**config.mk**
```make
export PLATFORM = sky130hd
export DESIGN_NAME = mux_scan
export DESIGN_NICKNAME = d
export VERILOG_FILES = /design/src/rtl/mux_scan.sv
export SDC_FILE = /design/constraint.sdc
export NUM_CORES = 1
export LEC_CHECK = 0
export ABC_AREA = 1
export BUFFER_PORTS_ARGS = -buffer_cell sky130_fd_sc_hd__buf_2
export CORE_MARGIN = 4
export CORE_UTILIZATION = 30
export CTS_CLUSTER_DIAMETER = 60
export DETAILED_ROUTE_END_ITERATION = 12
export GPL_TIMING_DRIVEN = 0
export SLEW_MARGIN = 10
export SYNTH_ARGS = -nofsm -noshare
export SYNTH_HDL_FRONTEND = slang
export SYNTH_SLANG_ARGS = --single-unit
export TNS_END_PERCENT = 20
```
**constraint.sdc**
```tcl
create_clock -name i_clk -period 2.4 [get_ports i_clk]
set_input_delay 0.48 -clock i_clk [delete_from_list [all_inputs] [get_ports i_clk]]
set_output_delay 0.48 -clock i_clk [all_outputs]
set_load 0.02 [all_outputs]
```
**src/rtl/mux_scan.sv**
```systemverilog
// Registered N_CH x DATA_W mux with manual select or round-robin scan (DWELL cycles per channel).
// Latency 1 cycle for all outputs; no backpressure, a new value is presented every cycle.
module mux_scan #(
  parameter int N_CH   = 4,
  parameter int DATA_W = 8,
  parameter int DWELL  = 3,
  localparam int SEL_W = (N_CH > 1) ? $clog2(N_CH) : 1
) (
  input  logic                     i_clk,
  input  logic                     i_rst,
  input  logic                     i_mode,
  input  logic [SEL_W-1:0]         i_sel,
  input  logic                     i_hold,
  input  logic [N_CH*DATA_W-1:0]   i_data,
  output logic [DATA_W-1:0]        o_data,
  output logic [SEL_W-1:0]         o_ch,
  output logic                     o_valid,
  output logic                     o_err,
  output logic                     o_wrap
);

  localparam int DW_W = (DWELL > 1) ? $clog2(DWELL) : 1;
  localparam logic [DW_W-1:0]  DWELL_LAST = DW_W'(DWELL - 1);
  localparam logic [SEL_W-1:0] LAST_CH    = SEL_W'(N_CH - 1);
  localparam logic [SEL_W:0]   NCH        = (SEL_W + 1)'(N_CH);

  typedef enum logic [1:0] {IDLE, MANUAL, SCAN} state_t;

  state_t            state;
  state_t            nxt_state;
  logic [SEL_W-1:0]  scan_ch;
  logic [SEL_W-1:0]  nxt_ch;
  logic [DW_W-1:0]   dwell_cnt;
  logic [DW_W-1:0]   nxt_dwell;
  logic              entering_scan;
  logic              step;
  logic              sel_ok;
  logic [DATA_W-1:0] ch [N_CH];

  for (genvar k = 0; k < N_CH; k++) begin : g_unpack
    assign ch[k] = i_data[k*DATA_W +: DATA_W];
  end

  // Outputs show the post-edge scan channel, so the entry edge is the first dwell cycle of ch0.
  always_comb begin
    nxt_state     = i_mode ? SCAN : MANUAL;
    entering_scan = i_mode && (state != SCAN);
    step          = !i_hold && (dwell_cnt == DWELL_LAST);
    sel_ok        = ({1'b0, i_sel} < NCH);
    nxt_ch        = scan_ch;
    nxt_dwell     = dwell_cnt;
    if (entering_scan) begin
      nxt_ch    = '0;
      nxt_dwell = '0;
    end else if (step) begin
      nxt_ch    = (scan_ch == LAST_CH) ? '0 : scan_ch + 1'b1;
      nxt_dwell = '0;
    end else if (!i_hold) begin
      nxt_dwell = dwell_cnt + 1'b1;
    end
  end

  always_ff @(posedge i_clk) begin
    if (i_rst) begin
      state     <= IDLE;
      scan_ch   <= '0;
      dwell_cnt <= '0;
      o_data    <= '0;
      o_ch      <= '0;
      o_valid   <= 1'b0;
      o_err     <= 1'b0;
      o_wrap    <= 1'b0;
    end else begin
      state   <= nxt_state;
      o_valid <= (nxt_state == state);
      if (i_mode) begin
        scan_ch   <= nxt_ch;
        dwell_cnt <= nxt_dwell;
        o_ch      <= nxt_ch;
        o_data    <= ch[nxt_ch];
        o_err     <= 1'b0;
        o_wrap    <= !entering_scan && step && (scan_ch == LAST_CH);
      end else begin
        o_ch   <= i_sel;
        o_data <= sel_ok ? ch[i_sel] : '0;
        o_err  <= !sel_ok;
        o_wrap <= 1'b0;
      end
    end
  end

endmodule
```
==> qor.txt <==
RSZ-0062 raised after global routing: false
Synth warn: 0
Most common cell in the synthesized netlist: nand2_1
Area occupied by multi-input gates: 804.5 um^2
Remaining global-route overflow: 0
Synthesized area per cell: 6.147 um^2
Max clock buf depth: 2
Vias/cell: 4.747
CTS clk-pin slew, worst paths: 0.07 ns
Antenna Diode Count: 0
First-pass GRT wire length: 6796 um
CTS tree: done
Area taken by flip-flops and latches: 360.3 um^2
Syn Inst Count: 229
Leak pwr: 0.9872 nW
GRT Total Usage: 13.93%
Vias in the first global route: 1458
Die Width: 76.50 um
H-tree depth: 1
Setup repair bufs after CTS: 0
CTS Root Cell: clkbuf_8
Worst setup margin: 0.8461 ns
Max FO, Critical Path: 10
Tmin final: 1.554 ns
CTS resizes: 0
Via Count: 1576
Outcome: finished, final reports clean
FFs w/ async S/R, synth: 0%
Post-synth top flop: dfxtp_1
Largest net degree at the start of global routing: 11
Post-synth EDFFs: 0
Initial drt markers: 144
Final setup viols: 0
Setup crit end kind: register
Final GP Congestion: 0.8410
Top cells by area in the synthesized netlist: dfxtp_1, nand2_1, inv_1
WL final: 4051 um
Worst VDD drop: 166.2 uV
Fmax: 643.5 MHz
Cell area after synthesis: 1408 um^2
WS Path Type: reg -> reg
DRC viols: 0
Initial antenna violation count: 0
Die ar.: 5852 um^2
Ports: 51
DR pass1 iterations: 4
Final Power: 0.7502 mW
Final ANT Viol Nets: 0
Worst hold path type: in -> reg
Num rows: 24
WP data arrival: 1.70 ns
Post-synthesis sequential area ratio: 25.60%
Fin Setup TNS: 0 ns
Clock Skew: 0.002719 ns
Synthesized Nets: 268
Share of the synthesized area in the top cell type: 25.60%
Req. time, crit path: 2.55 ns
Flops & latches, synth: 18
Nets: 320
Die height: 76.50 um
Startpoint Class: register
Max-slew violation count: 0
Detail Placement HPWL: 3200 um
Initial Util: 31.67%
Hold Buf Count CTS: 0
Pre-CTS WS: 0.6958 ns
Clock buffers created by TritonCTS: 3
Fin util: 39.67%
Area Growth Syn to Fin: 25.24%
Drt wl/cell: 12.20 um
Fill count: 511
Layout cells sized above 1: 29.29%
Fin crit share: 64.75%
Post-synth top area cell: dfxtp_1
Commonest cells post-synth: nand2_1, inv_1, nand3_1
Placeable Area: 4444 um^2
Clk Latency, worst-skew pair: 0.26 ns
Fin. Hold Viols: 0
Yosys cell types: 25
Port bufs: 47
Pwr/cell area: 425.5 nW/um^2
Max-Cap Viols: 0
Clock net sink count: 18
## cell families after synthesis
family	count (synthesis)	synth area share (%)
DFF	18	25.60
adders and majority gates	1	0.8887
other	1	0.2664
buffers and inverters	57	17.24
AOI/OAI and AO/OA	40	15.56
and+or+nand+nor	112	40.44
## layer usage
layer	wire (um)	global-route usage, %	part of all wire, %
met4	65	5.254	1.6
met3	238	1.655	5.9
met2	1748	20.56	43
met1	1998	20.43	49
met5	0	0	0
## flip-flops by register name (all words and copies together) (netlist names)
register,count
o_data,8
dwell_cnt,2
o_ch,2
scan_ch,2
state,2
o_valid,1
o_wrap,1
## metrics by stage
step / hold WS [ns] / cells / instance area (um^2)
finish: 0.4351 / 332 / 1763
detailed placement: 0.4972 / 328 / 1708
CTS: 0.4236 / 332 / 1763
floorplan: 0.4742 / 229 / 1408
global placement: 0.4983 / 328 / 1708
global route: 0.4287 / 332 / 1763
## final timing paths
kind	cells past startpoint	slack, ns	to	startpoint
worst max register to register	10	0.85	o_data[3]$_SDFF_PP0_	scan_ch[0]$_SDFFE_PP0P_
worst max-delay path	10	0.85	o_data[3]$_SDFF_PP0_	scan_ch[0]$_SDFFE_PP0P_
worst min register to register	2	0.51	scan_ch[1]$_SDFFE_PP0P_	scan_ch[1]$_SDFFE_PP0P_
worst min-delay path	2	0.44	dwell_cnt[0]$_SDFFE_PP0P_	i_rst
## where the power goes
part	total (mW)	internal (mW)	switching (mW)
clock	0.254	0.146	0.108
sequential	0.318	0.314	0.00402
combinational	0.178	0.0672	0.111
total	0.750	0.527	0.223
## area by class of cell
| type | instances | share of cell area [%] |
|---|---|---|
| Buffer | 11 | 3.974 |
| Tap cell | 52 | 3.691 |
| Timing Repair Buffer | 47 | 13.34 |
| Multi-Input combinational cell | 154 | 45.64 |
| Sequential cell | 18 | 20.44 |
| Clock buffer | 4 | 3.123 |
| Inverter | 46 | 9.794 |
## layout by cell type (no fill, tap or decap), drive strengths merged
cell type | synthesis | final
a211oi | 1 | 1
a21oi | 18 | 18
buf | 9 | 56
clkbuf | 2 | 6
clkinv | 1 | 1
conb | 1 | 1
dfxtp | 18 | 18
ha | 1 | 1
inv | 45 | 45
nand2 | 65 | 65
nand3 | 22 | 22
nand4 | 16 | 16
nor2 | 8 | 8
nor3 | 1 | 1
o21ai | 17 | 17
o22ai | 4 | 4
## critical path, cell delays in order, from the launching register on
cell and delay [ns]:
dfxtp_1 0.32, ha_1 0.19, inv_1 0.08, nand2_1 0.09
nand3_4 0.14, buf_2 0.24, nand4_1 0.10, nand3_1 0.10
nand2_1 0.05, nand2_1 0.05, nand2_1 0.07
Power figures use the tool's default switching activity.
